File: src/rtl/queue_wr_arbiter_if.sv
// Producer-side and Queue-side signals of the write arbiter, bundled with master/slave views.
// The slave view is the arbiter; the master view is the surrounding producers and Queue.
interface queue_wr_arbiter_if #(
  parameter int nreq  = 4,
  parameter int dbits = 128
);
  localparam int IW = $clog2(nreq);

  logic [nreq-1:0]       i_req_valid;
  logic [nreq-1:0]       i_req_last;
  logic [nreq*dbits-1:0] i_req_data;
  logic [nreq-1:0]       o_req_ready;
  logic                  i_q_full;
  logic                  o_q_we;
  logic [dbits-1:0]      o_q_wdata;
  logic [IW-1:0]         o_q_wsrc;
  logic                  o_busy;

  modport slave (
    input  i_req_valid, i_req_last, i_req_data, i_q_full,
    output o_req_ready, o_q_we, o_q_wdata, o_q_wsrc, o_busy
  );

  modport master (
    output i_req_valid, i_req_last, i_req_data, i_q_full,
    input  o_req_ready, o_q_we, o_q_wdata, o_q_wsrc, o_busy
  );
endinterface

File: src/rtl/queue_wr_arbiter.sv
// Round-robin burst-locking arbiter sharing one Queue write port; accepted beat appears 1 cycle later.
// Backpressure: all readies drop while the Queue reports full; a held lock resumes with the same owner.
module queue_wr_arbiter #(
  parameter bit async_reset = 1'b1,
  parameter int nreq        = 4,
  parameter int dbits       = 128,
  parameter int max_burst   = 4
) (
  input logic               i_clk,
  input logic               i_nrst,
  queue_wr_arbiter_if.slave bus
);
  localparam int IW = $clog2(nreq);
  localparam int CW = $clog2(max_burst) + 1;

  typedef enum logic {IDLE, LOCK} state_t;

  state_t          state;
  logic [IW-1:0]   rr_ptr;
  logic [IW-1:0]   owner;
  logic [CW-1:0]   beat_cnt;

  logic [IW-1:0]   win;
  logic            win_vld;
  logic [IW:0]     idx;
  logic [IW-1:0]   gnt;
  logic [nreq-1:0] ready;
  logic            accept;
  logic            gnt_last;
  logic [dbits-1:0] gnt_dat;
  logic            rdy_en;

  // Rotating priority search starting at rr_ptr; the index wraps explicitly for non-power-of-2 nreq.
  always_comb begin
    win     = '0;
    win_vld = 1'b0;
    idx     = '0;
    for (int i = 0; i < nreq; i++) begin
      idx = {1'b0, rr_ptr} + (IW+1)'(i);
      if (idx >= (IW+1)'(nreq))
        idx = idx - (IW+1)'(nreq);
      if (!win_vld && bus.i_req_valid[idx[IW-1:0]]) begin
        win_vld = 1'b1;
        win     = idx[IW-1:0];
      end
    end
  end

  // Readies are forced low while reset is held so nothing is accepted during reset.
  assign rdy_en = (i_nrst || !async_reset) && !bus.i_q_full;

  always_comb begin
    ready = '0;
    gnt   = (state == LOCK) ? owner : win;
    if (rdy_en) begin
      if (state == IDLE) begin
        if (win_vld)
          ready[win] = 1'b1;
      end else if (bus.i_req_valid[owner]) begin
        ready[owner] = 1'b1;
      end
    end
  end

  assign accept          = |ready;
  assign gnt_last        = bus.i_req_last[gnt];
  assign gnt_dat         = bus.i_req_data[int'(gnt)*dbits +: dbits];
  assign bus.o_req_ready = ready;
  assign bus.o_busy      = (state == LOCK) || bus.o_q_we;

  always_ff @(posedge i_clk or negedge i_nrst) begin
    if (!i_nrst) begin
      state         <= IDLE;
      rr_ptr        <= '0;
      owner         <= '0;
      beat_cnt      <= '0;
      bus.o_q_we    <= 1'b0;
      bus.o_q_wdata <= '0;
      bus.o_q_wsrc  <= '0;
    end else begin
      bus.o_q_we <= accept;
      if (accept) begin
        bus.o_q_wdata <= gnt_dat;
        bus.o_q_wsrc  <= gnt;
      end
      case (state)
        IDLE: begin
          if (accept) begin
            rr_ptr <= (win == IW'(nreq-1)) ? '0 : win + IW'(1);
            if (!gnt_last && (max_burst > 1)) begin
              state    <= LOCK;
              owner    <= win;
              beat_cnt <= CW'(1);
            end
          end
        end
        LOCK: begin
          // Reaching max_burst forces a release even without last; remaining beats re-arbitrate.
          if (accept) begin
            if (gnt_last || (beat_cnt == CW'(max_burst-1))) begin
              state    <= IDLE;
              beat_cnt <= '0;
            end else begin
              beat_cnt <= beat_cnt + CW'(1);
            end
          end
        end
        default: state <= IDLE;
      endcase
    end
  end
endmodule

File: src/flat_wrapper.sv
// flat-port wrapper written by rule: the top's interface ports become plain ports
module queue_wr_arbiter_flat 
#(
  parameter bit async_reset = 1'b1,
  parameter int nreq        = 4,
  parameter int dbits       = 128,
  parameter int max_burst   = 4
)
  (i_clk, i_nrst, bus_i_req_valid, bus_i_req_last, bus_i_req_data, bus_i_q_full, bus_o_req_ready, bus_o_q_we, bus_o_q_wdata, bus_o_q_wsrc, bus_o_busy);
  queue_wr_arbiter_if #(.nreq(nreq), .dbits(dbits)) bus_i ();
  input logic i_clk;
  input logic i_nrst;
  input wire logic [$bits(bus_i.i_req_valid)-1:0] bus_i_req_valid;
  input wire logic [$bits(bus_i.i_req_last)-1:0] bus_i_req_last;
  input wire logic [$bits(bus_i.i_req_data)-1:0] bus_i_req_data;
  input wire logic [$bits(bus_i.i_q_full)-1:0] bus_i_q_full;
  output wire logic [$bits(bus_i.o_req_ready)-1:0] bus_o_req_ready;
  output wire logic [$bits(bus_i.o_q_we)-1:0] bus_o_q_we;
  output wire logic [$bits(bus_i.o_q_wdata)-1:0] bus_o_q_wdata;
  output wire logic [$bits(bus_i.o_q_wsrc)-1:0] bus_o_q_wsrc;
  output wire logic [$bits(bus_i.o_busy)-1:0] bus_o_busy;
  assign bus_i.i_req_valid = bus_i_req_valid;
  assign bus_i.i_req_last = bus_i_req_last;
  assign bus_i.i_req_data = bus_i_req_data;
  assign bus_i.i_q_full = bus_i_q_full;
  assign bus_o_req_ready = bus_i.o_req_ready;
  assign bus_o_q_we = bus_i.o_q_we;
  assign bus_o_q_wdata = bus_i.o_q_wdata;
  assign bus_o_q_wsrc = bus_i.o_q_wsrc;
  assign bus_o_busy = bus_i.o_busy;
  queue_wr_arbiter #(.async_reset(async_reset), .nreq(nreq), .dbits(dbits), .max_burst(max_burst)) u_core (.i_clk(i_clk), .i_nrst(i_nrst), .bus(bus_i));
endmodule
File: config.mk
export PLATFORM = sky130hd
export DESIGN_NAME = queue_wr_arbiter_flat
export DESIGN_NICKNAME = d
export VERILOG_FILES = /design/src/rtl/queue_wr_arbiter_if.sv /design/src/rtl/queue_wr_arbiter.sv /design/src/flat_wrapper.sv
export SDC_FILE = /design/constraint.sdc
export NUM_CORES = 1
export LEC_CHECK = 0
export ABC_AREA = 0
export BUFFER_PORTS_ARGS = -buffer_cell sky130_fd_sc_hd__buf_2
export CAP_MARGIN = 20
export CORE_AREA = 2 2 256 258
export DETAILED_ROUTE_END_ITERATION = 12
export DIE_AREA = 0 0 258 260
export GPL_TIMING_DRIVEN = 0
export MAX_ROUTING_LAYER = met4
export PLACE_DENSITY = 0.4
export SLEW_MARGIN = 20
export SYNTH_ARGS = -nofsm -noshare
export SYNTH_HDL_FRONTEND = slang
export SYNTH_SLANG_ARGS = --single-unit
File: constraint.sdc
create_clock -name i_clk -period 2.7 [get_ports i_clk]
set_input_delay 0.81 -clock i_clk [delete_from_list [all_inputs] [get_ports i_clk]]
set_output_delay 0.81 -clock i_clk [all_outputs]
set_load 0.02 [all_outputs]
======== After elaboration in Yosys (flattened, before gate mapping) ========
Cells that the tools add are included.
cells by class
  add/sub/neg operators ................... 9
  $lt $le $gt $ge ......................... 13
  eq/ne operators ......................... 5
  shifts and indexed selects .............. 1
  mux-type cells .......................... 44
  bitwise operators ....................... 2
  reduce and logical (&&, ||, !) cells .... 16
operator list
  operator                                                                number
  512-bit by 10-bit indexed part select with 128-bit output               1
  2-bit by 3-bit < comparator with 1-bit output (second input constant)   7
  2-bit two-way mux                                                       10
  1-bit two-way mux                                                       16
  4-bit two-way mux                                                       4
  1-bit binary-select mux with 2-bit select                               6
  3-bit two-way mux                                                       4
  3-bit >= comparator (second input constant)                             3
  2-bit by 1-bit subtractor with 2-bit output (second input constant)     4
  2-bit by 2-bit adder with 3-bit output (second input constant)          2
  1-bit logical AND                                                       6
  3-bit one-hot mux with 2 select lines                                   1
  3-bit AND reduction                                                     2
  1-bit demux with 2-bit select                                           2
  2-bit by 1-bit >= comparator with 1-bit output (second input constant)  2
  1-bit zero test                                                         4
  2-bit inequality test (second input constant)                           2
  4-bit OR reduction                                                      1
  2-bit by 1-bit adder with 3-bit output (second input constant)          1
  3-bit by 1-bit adder with 3-bit output (second input constant)          1
  3-bit by 2-bit == test with 1-bit output (second input constant)        1
  2-bit by 3-bit >= comparator with 1-bit output (second input constant)  1
  2-bit by 1-bit adder with 2-bit output (second input constant)          1
  2-bit == test (second input constant)                                   1
  other kinds (5)                                                         7
storage, ports and cells
  flip-flop bits (word level) ............. 139
  output and inout port bits .............. 136

======== Depth between registers and ports, before layout ========
Gate-level depths: netlist of run 1.
  depth in word-level cells ............... 24
  mapped depth ............................ 13
  mapped depth without buffers ............ 11

======== Worst setup path before layout of run 1 ========
No wires, ideal clock.
  kind .................................... in2reg
  start ................................... input port bus_i_req_valid[2]
  end ..................................... register u_core.bus.o_q_wdata[31]
  setup time .............................. 0.078 ns
  data arrival time ....................... 3.067 ns
  slack ................................... -0.444 ns
  cell stages on the path ................. 12
  buffers on the path ..................... 2
  cell sequence ........................... nor2b_1 > a311oi_1 > nor2_1 > inv_1 > ha_1 > nor4_1 > or3_1 > a21boi_1 > clkbuf_1 > clkbuf_1 > o22ai_1 > a21oi_1
on the way
  word-level cells in the longest chain between the ends .. 20
  elaborated cells on any way between the ends .. 36
ends and longest elaborated chain
  element                                                                                                                                       line                       text
  start: declaration                                                                                                                            flat_wrapper.sv:13         input wire logic [$bits(bus_i.i_req_valid)-1:0] bus_i_req_valid;
  1-bit binary-select mux with 2-bit select                                                                                                     queue_wr_arbiter.sv:42     if (!win_vld && bus.i_req_valid[idx[IW-1:0]]) begin
  1-bit two-way mux (implied by the code)                                                                                                       queue_wr_arbiter.sv:42
  1-bit two-way mux                                                                                                                             queue_wr_arbiter.sv:42
  1-bit zero test                                                                                                                               queue_wr_arbiter.sv:42
  1-bit logical AND                                                                                                                             queue_wr_arbiter.sv:42
  1-bit two-way mux                                                                                                                             queue_wr_arbiter.sv:42
  1-bit zero test                                                                                                                               queue_wr_arbiter.sv:42
  1-bit logical AND                                                                                                                             queue_wr_arbiter.sv:42
  [4 not listed]                                                                                                                                --
  net u_core.win[1]                                                                                                                             queue_wr_arbiter.sv:23     logic [IW-1:0] win;
  2-bit by 3-bit < comparator with 1-bit output (implied by the code) / 2-bit by 1-bit >= comparator with 1-bit output (equally long branches)  queue_wr_arbiter.sv:58     ready[win] = 1'b1;
  1-bit logical AND (implied by the code)                                                                                                       queue_wr_arbiter.sv:58
  1-bit two-way mux (implied by the code)                                                                                                       queue_wr_arbiter.sv:58
  1-bit demux with 2-bit select                                                                                                                 --
  4-bit two-way mux                                                                                                                             queue_wr_arbiter.sv:57     if (win_vld)
  4-bit two-way mux                                                                                                                             queue_wr_arbiter.sv:56     if (state == IDLE) begin
  4-bit two-way mux                                                                                                                             queue_wr_arbiter.sv:55     if (rdy_en) begin
  4-bit OR reduction                                                                                                                            queue_wr_arbiter.sv:65     assign accept = |ready;
  end signal: assignment                                                                                                                        queue_wr_arbiter.sv:83     bus.o_q_wdata <= gnt_dat;
  end: declaration                                                                                                                              queue_wr_arbiter_if.sv:21  output o_req_ready, o_q_we, o_q_wdata, o_q_wsrc, o_busy
Mark *: on every way through the listed nets, which the timed path passes. The rest lies on a longest branch. The select of a mux whose other input is x is not followed.
A chain may end at the register's enable or synchronous reset.

======== Worst setup path after layout of run 1 ========
  start ................................... input port bus_i_req_valid[2]
  end ..................................... output port bus_o_req_ready[1]
on the way
  word-level cells in the longest chain between the ends .. 19
  elaborated cells on any way between the ends .. 33
ends and longest elaborated chain
  element                                                                                                                                       line                    text
  1-bit binary-select mux with 2-bit select                                                                                                     queue_wr_arbiter.sv:42
  1-bit two-way mux (implied by the code)                                                                                                       queue_wr_arbiter.sv:42
  1-bit two-way mux                                                                                                                             queue_wr_arbiter.sv:42
  1-bit zero test                                                                                                                               queue_wr_arbiter.sv:42
  1-bit logical AND                                                                                                                             queue_wr_arbiter.sv:42
  1-bit two-way mux                                                                                                                             queue_wr_arbiter.sv:42
  1-bit zero test                                                                                                                               queue_wr_arbiter.sv:42
  1-bit logical AND                                                                                                                             queue_wr_arbiter.sv:42
  [3 not listed]                                                                                                                                --
  2-bit two-way mux                                                                                                                             queue_wr_arbiter.sv:42
  2-bit by 3-bit < comparator with 1-bit output (implied by the code) / 2-bit by 1-bit >= comparator with 1-bit output (equally long branches)  queue_wr_arbiter.sv:58
  1-bit logical AND (implied by the code)                                                                                                       queue_wr_arbiter.sv:58
  1-bit two-way mux (implied by the code)                                                                                                       queue_wr_arbiter.sv:58
  1-bit demux with 2-bit select                                                                                                                 --
  4-bit two-way mux                                                                                                                             queue_wr_arbiter.sv:57
  4-bit two-way mux (*)                                                                                                                         queue_wr_arbiter.sv:56
  4-bit two-way mux (*)                                                                                                                         queue_wr_arbiter.sv:55
  end: declaration                                                                                                                              flat_wrapper.sv:17      output wire logic [$bits(bus_i.o_req_ready)-1:0] bus_o_req_ready;
Every way passes the cells marked *; elsewhere a longest branch is shown, timed or not. The select of a mux whose other input is x is not followed.

==> metrics.txt, run 1 <==
Async SR Flop Fraction 100%; total core area 64,100 um^2; number of synthesized flops with an enable pin 0; Critical Path RT 1890 ps; Crit. End Element output pin; CTS Buf Count 17; total gr overflow 0; GR Util All Layers 15.4%; Final #Nets 2,065; CP Max Fanout 5; Initial DRT Pass Iterations 4; Min Clock Period, post-route 2910 ps; clk_lat worst skew 480 ps; fin crit share 108%; via count 9,871; vias in the first global route 11.0k; Placement Setup Slack -1530 ps; slew margin rel. 55.9%; Synth Area per Inst 10.6 um^2; post-synthesis sequential area ratio 40.4%; Worst Tran Pin Value 656 ps; clock-pin slew on the worst setup and hold paths 60 ps; Post-CTS Hold Fix Bufs 0; largest net degree at the start of global routing 39; # rows 93; initial DRC count 276; CTS Sinks 139; Root Driver clkbuf_16; first-pass GRT wire length 72.5 mm; Die H 260 um; fraction of layout cells with a size suffix above 1 75.2%; PwrDens 1180 nW/um^2; die area 67,100 um^2; VDD IR max 0.000489 V; Post-DRT Antenna Nets 0; yosys warns 0; routed vias/inst 4.10; Yosys reg bits 139; Post-Syn Nets 1,340; Slew Viols, Final 0; initial antenna violation count 3; DP Wirelength 38.5 mm; final hold violations 0; critical path arrival 2100 ps; failing checks setup timing; setup_tns -15,950 ps; final wirelength 52.6 mm; H-tree depth 4; top-level I/O count 659; setup ws final -206 ps; Remaining DRCs 0; drt wl/cell 21.9 um; RSZ-0062 raised after global routing yes; cell count after synthesis 811; IO Port Bufs 658; Setup crit start kind primary input; gpl congestion 0.871; CTS tree built; dominant register cell in the synthesized netlist dfrtp_1; unique cell type count in the Yosys netlist 44; Cell Area, Synth 8620 um^2; Final setup viols 135; Bufs on Longest Clock Path 2; Max Clock Freq 0.344 GHz; Area Growth Syn to Fin 97.3%; kind of path behind the tightest hold check primary input to asynchronous set/reset pin; Clock Skew 10.8 ps; status finished with violations; leakage power 7.65 nW; Die Wd 258 um; Worst Path Class, Setup primary input to output pin; total of max-cap violations 0; Starting Density 13.4%
-- synth_stat cells, types with 2 or more instances --
library cell  instances  area (um^2)
a21oi_1             133          666
a32o_1                2         20.0
and2_1                2         12.5
buf_1                 4         15.0
buf_2                15         75.1
buf_4                 9         67.6
buf_6                 4         45.0
clkbuf_1             36          135
clkbuf_4              4         30.0
dfrtp_1             139         3480
ha_1                  6         75.1
inv_1                 9         33.8
mux2_2              130         1460
mux2i_1             131         1310
nand2_1              14         52.6
nor2_1                6         22.5
nor2b_1               5         31.3
nor4_1                2         12.5
o21ai_0               2         10.0
o21ai_1               2         10.0
o22ai_1             129          807
o2bb2ai_1             2         17.5
o31ai_1               3         22.5
or3_1                 2         12.5
-- critical path, cell delays in order --
cell and delay, ps:
clkbuf_4 150, nor4_1 610, nor3b_4 130, a32o_2 270, buf_6 130
-- final cells by class --
cell class | count | area, um^2
antenna | 2 | 5.00
buffer | 71 | 1100
clock buffer | 20 | 457
clock inverter | 12 | 164
fill | 6900 | 47100
inverter | 9 | 36.3
multi-input combinational | 591 | 6440
sequential | 139 | 3480
tap | 855 | 1070
timing repair buffer | 707 | 4250
-- state kept, by name, summed over array words and instances (netlist names) --
| signal | count |
|---|---|
| u_core.beat_cnt | 3 |
| u_core.bus.o_q_wdata | 128 |
| u_core.bus.o_q_we | 1 |
| u_core.bus.o_q_wsrc | 2 |
| u_core.owner | 2 |
| u_core.rr_ptr | 2 |
| u_core.state | 1 |
-- worst paths after layout --
path                            depth (start not counted)              startpoint  slack [ps]                        to
worst max-delay path                                    5      bus_i_req_valid[2]        -210        bus_o_req_ready[1]
worst min-delay path                                    1                  i_nrst         210   u_core.bus.o_q_wdata[7]
worst max register to register                         13        u_core.rr_ptr[1]        -150  u_core.bus.o_q_wdata[17]
worst min register to register                          1  u_core.bus.o_q_wsrc[1]         490    u_core.bus.o_q_wsrc[1]
max in group asynchronous                               3                  i_nrst        1860  u_core.bus.o_q_wdata[14]
min in group i_clk                                      1  u_core.bus.o_q_wsrc[1]         490    u_core.bus.o_q_wsrc[1]
-- power breakdown --
group	internal, mW	total, mW	switching (mW)
Sequential	3.12	4.08	0.960
Clock	1.51	2.56	1.06
Combinational	6.40	13.4	6.97
-- placed cells by master (no fill, tap or decap), types with 3 or more instances in the layout --
cell type,netlist,final
dfrtp_1,139,138
clkinv_4,0,3
o22ai_2,0,66
buf_8,0,4
inv_1,9,6
ha_4,0,3
a21oi_1,133,66
nor2_1,6,5
buf_6,4,14
clkbuf_16,0,61
mux2i_1,131,128
clkbuf_4,4,3
buf_12,0,9
buf_4,9,26
clkbuf_8,0,10
bufinv_16,0,3
nand2_1,14,11
o22ai_4,0,61
mux2_2,130,130
bufbuf_16,0,3
a21oi_2,0,67
buf_2,15,663
clkinvlp_4,0,4
nor2b_1,5,3
o21ai_1,2,3
buf_16,0,4
-- cells by family after synthesis --
family | synth area share [%]
AOI/OAI and AO/OA | 19.3
adders and majority gates | 0.871
buffers and inverters | 4.66
DFF | 40.4
muxes | 32.6
and+or+nand+nor | 2.15
-- routing by layer --
| metal | track usage [%] | share of wire (%) |
|---|---|---|
| met4 | 4.25 | 2.0 |
| met3 | 2.93 | 4.9 |
| met5 | - | 0 |
| met1 | 17.9 | 42 |
| met2 | 26.9 | 51 |
-- what timing repair did --
action	in CTS	in global routing
setup endpoints to repair	140	138
gates resized for setup	261	141
gates cloned	22	5
buffers inserted	20	1
pin swaps	112	14
-- per-stage QoR --
stage	hold slack [ps]	utilization (%)	cells	power (mW)	cell area (um^2)
after floorplan	456	-	811	10.4	8950
after global placement	472	20.8	2324	14.0	13300
after detailed placement	474	20.8	2325	14.1	13300
after CTS	158	25.3	2399	19.0	16200
after global routing	170	26.5	2406	21.1	17000
final	206	26.5	2406	20.0	17000
No activity file was read; power rests on OpenSTA's default activity.
==> run 2: changes to the inputs <==
--- a/config.mk
+++ b/config.mk
@@ -8,12 +8,14 @@
 export ABC_AREA = 0
 export BUFFER_PORTS_ARGS = -buffer_cell sky130_fd_sc_hd__buf_2
 export CAP_MARGIN = 20
-export CORE_AREA = 2 2 256 258
+export CORE_AREA = 2 2 260 262
+export CTS_BUF_LIST = sky130_fd_sc_hd__clkbuf_4
 export DETAILED_ROUTE_END_ITERATION = 12
-export DIE_AREA = 0 0 258 260
+export DIE_AREA = 0 0 262 264
 export GPL_TIMING_DRIVEN = 0
 export MAX_ROUTING_LAYER = met4
-export PLACE_DENSITY = 0.4
+export PLACE_DENSITY = 0.39
+export RECOVER_POWER = 25
 export SLEW_MARGIN = 20
 export SYNTH_ARGS = -nofsm -noshare
 export SYNTH_HDL_FRONTEND = slang
==> metrics.txt, run 2 (same netlist as run 1, synthesis figures left out) <==
met3 routed WL 2.65 mm (was 2.59 mm); Max Clock Freq 0.322 GHz (was 0.344 GHz); initial antenna violation count 2 (was 3); initial DRC count 239 (was 276); max FFs per register 128 (unchanged); Area Growth Syn to Fin 95.4% (was 97.3%); Root Driver clkbuf_4 (was clkbuf_16); crit path launch u_core.rr_ptr[1] (was bus_i_req_valid[2]); Min Clock Period, post-route 3110 ps (was 2910 ps); placed inst area 13,400 um^2 (was 13,300 um^2); Worst Tran Pin Value 1900 ps (was 656 ps); gpl congestion 0.871 (about the same); Remaining DRCs 0 (unchanged); GR Util All Layers 14.7% (was 15.4%); total core area 66,600 um^2 (was 64,100 um^2); Crit. End Element output pin (unchanged); terminus of the critical flop-to-flop path u_core.bus.o_q_wdata[97] (was u_core.bus.o_q_wdata[17]); PwrDens 1110 nW/um^2 (was 1180 nW/um^2); largest net degree at the start of global routing 75 (was 39); Final #Nets 2,096 (was 2,065); Final setup viols 139 (was 135); first-pass GRT wire length 70.8 mm (was 72.5 mm); fin crit share 115% (was 108%); Post-DRT Antenna Nets 0 (unchanged); failing checks capacitance limit, slew limit, setup timing (was setup timing); die area 69,200 um^2 (was 67,100 um^2); via count 9,886 (was 9,871); setup ws final -405 ps (was -206 ps); Layout fillers 7,171 (was 6,900); Final Util 25.3% (was 26.5%); clock-pin slew on the worst setup and hold paths 160 ps (was 60 ps); CP Max Fanout 6 (was 5); total of max-cap violations 1 (was 0); Reg2Reg Setup Slack -320 ps (was -150 ps); Worst Path Class, Setup flip-flop to output pin (was primary input to output pin); final wirelength 52.0 mm (was 52.6 mm); routed vias/inst 4.03 (was 4.10); wl on met1 22.0 mm (about the same); final hold violations 0 (unchanged); H-tree depth 4 (unchanged); Clock Skew 25.7 ps (was 10.8 ps); drt wl/cell 21.2 um (was 21.9 um); Design Area, Final 16,800 um^2 (was 17,000 um^2); reg2reg start u_core.rr_ptr[1] (unchanged); placed insts 2,343 (was 2,325); Setup crit start kind flip-flop (was primary input); most common cell after layout, fill and taps aside buf_2 (unchanged); Die Wd 262 um (was 258 um); leakage power 7.60 nW (was 7.65 nW); Placement Setup Slack -1060 ps (was -1530 ps); CTS Sinks 139 (unchanged); Initial DRT Pass Iterations 4 (unchanged); slew margin rel. -26.5% (was 55.9%); CTS Buf Count 17 (unchanged); DR top layer met4 (unchanged); Most flops, register u_core.bus.o_q_wdata (unchanged); Die H 264 um (was 260 um); Critical Path RT 1890 ps (about the same); CTS tree built (unchanged); RSZ-0062 raised after global routing yes (unchanged); R2R depth 16 (was 13); critical path arrival 2300 ps (was 2100 ps); kind of path behind the tightest hold check primary input to flip-flop (was primary input to asynchronous set/reset pin); # rows 95 (was 93); fraction of layout cells with a size suffix above 1 75.9% (was 75.2%); status finished with violations (unchanged); crit path to bus_o_req_ready[1] (unchanged); Bufs on Longest Clock Path 2 (unchanged); IO Port Bufs 658 (unchanged); clk_lat worst skew 700 ps (was 480 ps); DP Wirelength 37.3 mm (was 38.5 mm); Slew Viols, Final 66 (was 0); fin cells 2,455 (was 2,406); vias in the first global route 10.9k (was 11.0k); metal2 WL 26.5 mm (was 27.0 mm); top-level I/O count 659 (unchanged); total gr overflow 0 (unchanged); biggest regs u_core.bus.o_q_wdata (128), u_core.beat_cnt (3) (unchanged); commonest non-fill, non-tap cells in the layout buf_2, dfrtp_1, mux2i_1, mux2_2, o22ai_2 (was buf_2, dfrtp_1, mux2_2, mux2i_1, a21oi_2); VDD IR max 0.000556 V (was 0.000489 V); Starting Density 12.9% (was 13.4%)
run 2: worst min-delay path by stage:
stage,startpoint,end,slack [ps],cells after the start
global route,bus_i_req_data[489],u_core.bus.o_q_wdata[105],280,3
global placement,u_core.bus.o_q_wsrc[1],u_core.bus.o_q_wsrc[1],470,1
floorplan,u_core.beat_cnt[2],u_core.beat_cnt[2],460,1
CTS,bus_i_req_data[423],u_core.bus.o_q_wdata[39],250,3
finish,bus_i_req_data[423],u_core.bus.o_q_wdata[39],390,3
detailed placement,u_core.beat_cnt[2],u_core.beat_cnt[2],480,1
run 2: through the flow:
step | total power, mW | hold WS, ps | setup TNS [ps]
floorplan | 10.4 | 456 | -10360
global placement | 14.0 | 473 | -582340
detailed placement | 14.1 | 477 | -121790
CTS | 18.3 | 246 | -26230
global route | 19.9 | 281 | -52190
finish | 18.7 | 394 | -35480
run 2: metal layers:
metal	vias up	GRT usage (%)
met2	382	25.6
met5	-	-
met4	0	4.23
met1	4823	17.3
li1	4641	-
met3	40	2.49
run 2: cell type report:
| cell class | count | area (um^2) | area share [%] |
|---|---|---|---|
| clock buffers | 17 | 128 | 0.758 |
| clock inverters | 15 | 164 | 0.973 |
| flip-flops and latches | 139 | 3480 | 20.7 |
| well taps | 873 | 1090 | 6.49 |
| inverters | 9 | 36.3 | 0.216 |
| plain buffers | 70 | 1180 | 6.99 |
| multi-input cells | 591 | 6130 | 36.4 |
| repair buffers | 739 | 4630 | 27.5 |
| diodes | 2 | 5.00 | 0.0297 |
run 2: critical path, cell delays in order (launching register included):
cell and delay (ps):
dfrtp_2 490, mux2_4 320, o221a_4 260, ha_4 170
a32o_2 220, buf_6 130
run 2: what timing repair did:
item                                   4_1_cts  5_1_grt
pin swaps                                   34        7
cloned                                      34        5
buffers inserted                            34        7
endpoints found under the hold margin       65        0
setup endpoints to repair                  140      140
hold buffers                                 2        0
resized for setup                          313      103
run 2: where the power goes:
group	internal [mW]	switching [mW]
sequential	3.10	0.800
clock	0.564	1.00
combinational	6.32	6.94
==> run 3: changes to the inputs <==
--- a/config.mk
+++ b/config.mk
@@ -5,16 +5,16 @@
 export SDC_FILE = /design/constraint.sdc
 export NUM_CORES = 1
 export LEC_CHECK = 0
-export ABC_AREA = 0
+export ABC_AREA = 1
 export BUFFER_PORTS_ARGS = -buffer_cell sky130_fd_sc_hd__buf_2
 export CAP_MARGIN = 20
-export CORE_AREA = 2 2 260 262
+export CORE_AREA = 2 2 259 261
 export CTS_BUF_LIST = sky130_fd_sc_hd__clkbuf_4
 export DETAILED_ROUTE_END_ITERATION = 12
-export DIE_AREA = 0 0 262 264
+export DIE_AREA = 0 0 261 263
 export GPL_TIMING_DRIVEN = 0
 export MAX_ROUTING_LAYER = met4
-export PLACE_DENSITY = 0.39
+export PLACE_DENSITY = 0.42
 export RECOVER_POWER = 25
 export SLEW_MARGIN = 20
 export SYNTH_ARGS = -nofsm -noshare
==> metrics.txt, run 3 <==
total power 27.6 mW (was 18.7 mW); Die H 263 um (was 264 um); Reg2Reg Setup Slack -400 ps (was -320 ps); VDD IR max 0.000716 V (was 0.000556 V); Synth Area in Adders 0.742% (was 0.871%); Post-DRT Antenna Nets 0 (unchanged); Final #Nets 2,828 (was 2,096); clock-pin slew on the worst setup and hold paths 160 ps (about the same); vias in the first global route 13.9k (was 10.9k); DP Wirelength 49.3 mm (was 37.3 mm); largest net degree at the start of global routing 57 (was 75); total of max-cap violations 1 (unchanged); RSZ-0062 raised after global routing yes (unchanged); Bufs on Longest Clock Path 2 (unchanged); top-level I/O count 659 (unchanged); most frequent CP cell nand2_2; gpl congestion 0.937 (was 0.871); most frequent cell after synthesis nand2_1 (was dfrtp_1); cell count after synthesis 1,575 (was 811); Final setup viols 143 (was 139); clk_lat worst skew 720 ps (was 700 ps); CTS Buf Count 17 (unchanged); CTS tree built (unchanged); Root Driver clkbuf_4 (unchanged); # rows 94 (was 95); Max Clock Freq 0.291 GHz (was 0.322 GHz); unique cell type count in the Yosys netlist 29 (was 44); commonest non-fill, non-tap cells in the layout nand2_1, buf_2, inv_1, dfrtp_1, o211ai_1 (was buf_2, dfrtp_1, mux2i_1, mux2_2, o22ai_2); IO Port Bufs 658 (unchanged); initial DRC count 626 (was 239); Post-Syn Nets 2,104 (was 1,340); Slew Viols, Final 57 (was 66); largest family of logic cells by synthesized area simple AND/OR/NAND/NOR gates (was multiplexers); Initial DRT Pass Iterations 5 (was 4); yosys warns 0 (unchanged); final hold violations 0 (unchanged); dominant register cell in the synthesized netlist dfrtp_1 (unchanged); die area 68,600 um^2 (was 69,200 um^2); post-synthesis xor/xnor area fraction 0% (unchanged); GR Util All Layers 18.2% (was 14.7%); fraction of layout cells with a size suffix above 1 39.9% (was 75.9%); slew margin rel. -9.19% (was -26.5%); number of synthesized flops with an enable pin 0 (unchanged); failing checks capacitance limit, slew limit, setup timing (unchanged); Critical Path RT 1890 ps (about the same); Async SR Flop Fraction 100% (unchanged); Yosys top cell area share 34.4% (was 40.4%); leakage power 8.65 nW (was 7.60 nW); Min Hold Slack 388 ps (was 394 ps); Worst Path Class, Setup flip-flop to output pin (unchanged); total core area 65,600 um^2 (was 66,600 um^2); CP Max Fanout 5 (was 6); Yosys reg bits 139 (unchanged); most common cell after layout, fill and taps aside nand2_1 (was buf_2); initial antenna violation count 16 (was 2); biggest regs u_core.bus.o_q_wdata (128), u_core.beat_cnt (3) (unchanged); crit path launch u_core.rr_ptr[0] (was u_core.rr_ptr[1]); R2R depth 25 (was 16); fin crit share 127% (was 115%); compound-gate portion of the synthesized area 17.5% (was 19.3%); Setup crit start kind flip-flop (unchanged); routed vias/inst 4.21 (was 4.03); Min Clock Period, post-route 3440 ps (was 3110 ps); status finished with violations (unchanged); multiplexer area fraction after synthesis 0% (was 32.6%); Synth Area per Inst 6.42 um^2 (was 10.6 um^2); setup ws final -735 ps (was -405 ps); post-synth top area cell dfrtp_1 (unchanged); Design Area, Final 16,100 um^2 (was 16,800 um^2); Crit. End Element output pin (unchanged); final wirelength 62.1 mm (was 52.0 mm); Worst Tran Pin Value 1640 ps (was 1900 ps); setup_tns -46,050 ps (was -35,480 ps); via count 13.4k (was 9,886); CP max-delay cell dfrtp_2 (unchanged); kind of path behind the tightest hold check primary input to asynchronous set/reset pin (was primary input to flip-flop); Clock Skew 29.4 ps (was 25.7 ps); first-pass GRT wire length 88.5 mm (was 70.8 mm); Post-Synth Simple-Gate Area 34.6% (was 2.15%); CTS Sinks 139 (unchanged); PwrDens 1720 nW/um^2 (was 1110 nW/um^2); Final Util 24.5% (was 25.3%); reg2reg start u_core.rr_ptr[0] (was u_core.rr_ptr[1]); Area Growth Syn to Fin 58.7% (was 95.4%); worst path bufs/invs 3 (was 1); terminus of the critical flop-to-flop path u_core.bus.o_q_wdata[55] (was u_core.bus.o_q_wdata[97]); Die Wd 261 um (was 262 um); total gr overflow 0 (unchanged); CP top delay family simple AND/OR/NAND/NOR gates (was flip-flops); Post-synth top cells nand2_1, inv_1, dfrtp_1, o211ai_1, nor2_1 (was dfrtp_1, a21oi_1, mux2i_1, mux2_2, o22ai_1); placed inst area 14,600 um^2 (was 13,400 um^2); critical-path cell list buf_6 -> nand2_2 -> nand2_2 -> nand2_4 -> nand2_2 -> nor2_4 -> nand3_2 -> nand3_4 -> nand2_4 -> ha_2 -> nand3_1 -> nand2_1 -> nand2_2 -> inv_2 -> buf_4 (was mux2_4 -> o221a_4 -> ha_4 -> a32o_2 -> buf_6); leading post-synthesis cells by cell area dfrtp_1, nand2_1, o211ai_1, a31oi_1, inv_1 (was dfrtp_1, mux2_2, mux2i_1, o22ai_1, a21oi_1); CP max stage delay 470 ps (was 490 ps); H-tree depth 4 (unchanged); Worst path depth 15 (was 5); crit path to bus_o_req_ready[0] (was bus_o_req_ready[1]); drt wl/cell 19.5 um (was 21.2 um); Starting Density 15.4% (was 12.9%); post-synthesis sequential area ratio 34.4% (was 40.4%); Cell Area, Synth 10,100 um^2 (was 8620 um^2); max FFs per register 128 (unchanged); Remaining DRCs 0 (unchanged); Most flops, register u_core.bus.o_q_wdata (unchanged); critical path arrival 2630 ps (was 2300 ps)
-- run 3: cell count changes in the layout (fill, tap and decap cells not counted), sizes merged, moves of 129 or more --
cell   previous run  this run
a21oi           133         1
nand2            14       758
mux2            131         0
mux2i           131         0
o22ai           129         0
inv              14       162
-- run 3: timing repair --
item,CTS,global route
gates cloned,12,0
resized for setup,124,23
setup endpoints to repair,137,143
hold buffers,4,0
pin swaps,16,11
hold endpoints to repair,17,0
setup buffers,25,5
-- run 3: stage by stage --
step,setup WS (ps),instances
final,-735,3189
after global routing,-987,3187
after CTS,-866,3171
after detailed placement,-856,3098
after global placement,-3170,3097
after floorplan,-47.7,1575
-- run 3: layout make-up --
cell class	count	area, um^2
Multi-Input combinational cell	1168	5610
Tap cell	864	1080
Timing Repair Buffer	704	3970
Clock buffer	18	135
Fill cell	7559	49600
Sequential cell	139	3480
Buffer	110	955
Antenna cell	13	32.5
Clock inverter	14	185
Timing Repair inverter	1	7.51
Inverter	158	604
-- run 3: per-layer routing --
| layer | track usage [%] | routed length [um] | vias to the layer above | share of wire (%) |
|---|---|---|---|---|
| met1 | 21.2 | 25800 | 6301 | 41 |
| met4 | 6.13 | 1730 | 0 | 2.8 |
| li1 | - | - | 6512 | - |
| met2 | 31.3 | 31000 | 537 | 50 |
| met5 | - | 0 | - | 0 |
| met3 | 3.15 | 3640 | 62 | 5.9 |
-- run 3: worst min-delay path by stage --
stage | from | end | slack (ps)
after floorplan | u_core.beat_cnt[2] | u_core.beat_cnt[2] | 470
after global placement | u_core.bus.o_q_wsrc[1] | u_core.bus.o_q_wsrc[1] | 480
after detailed placement | u_core.bus.o_q_wdata[79] | u_core.bus.o_q_wdata[79] | 480
after CTS | bus_i_req_data[98] | u_core.bus.o_q_wdata[98] | 280
after global routing | bus_i_req_data[124] | u_core.bus.o_q_wdata[124] | 310
final | i_nrst | u_core.bus.o_q_wdata[120] | 390
-- run 3: report_power, final --
part	total [mW]	switching, mW	internal (mW)
Combinational	22.1	14.1	7.99
Clock	1.71	1.03	0.674
Sequential	3.85	0.607	3.24
-- run 3: logic make-up (layout without fill, tap and decap cells) --
family                     after synthesis  after routing
and+or+nand+nor                        898            898
other                                    0             13
buffers and inverters                  268           1005
AOI/OAI and AO/OA                      264            264
adders and majority gates                6              6
DFF                                    139            139
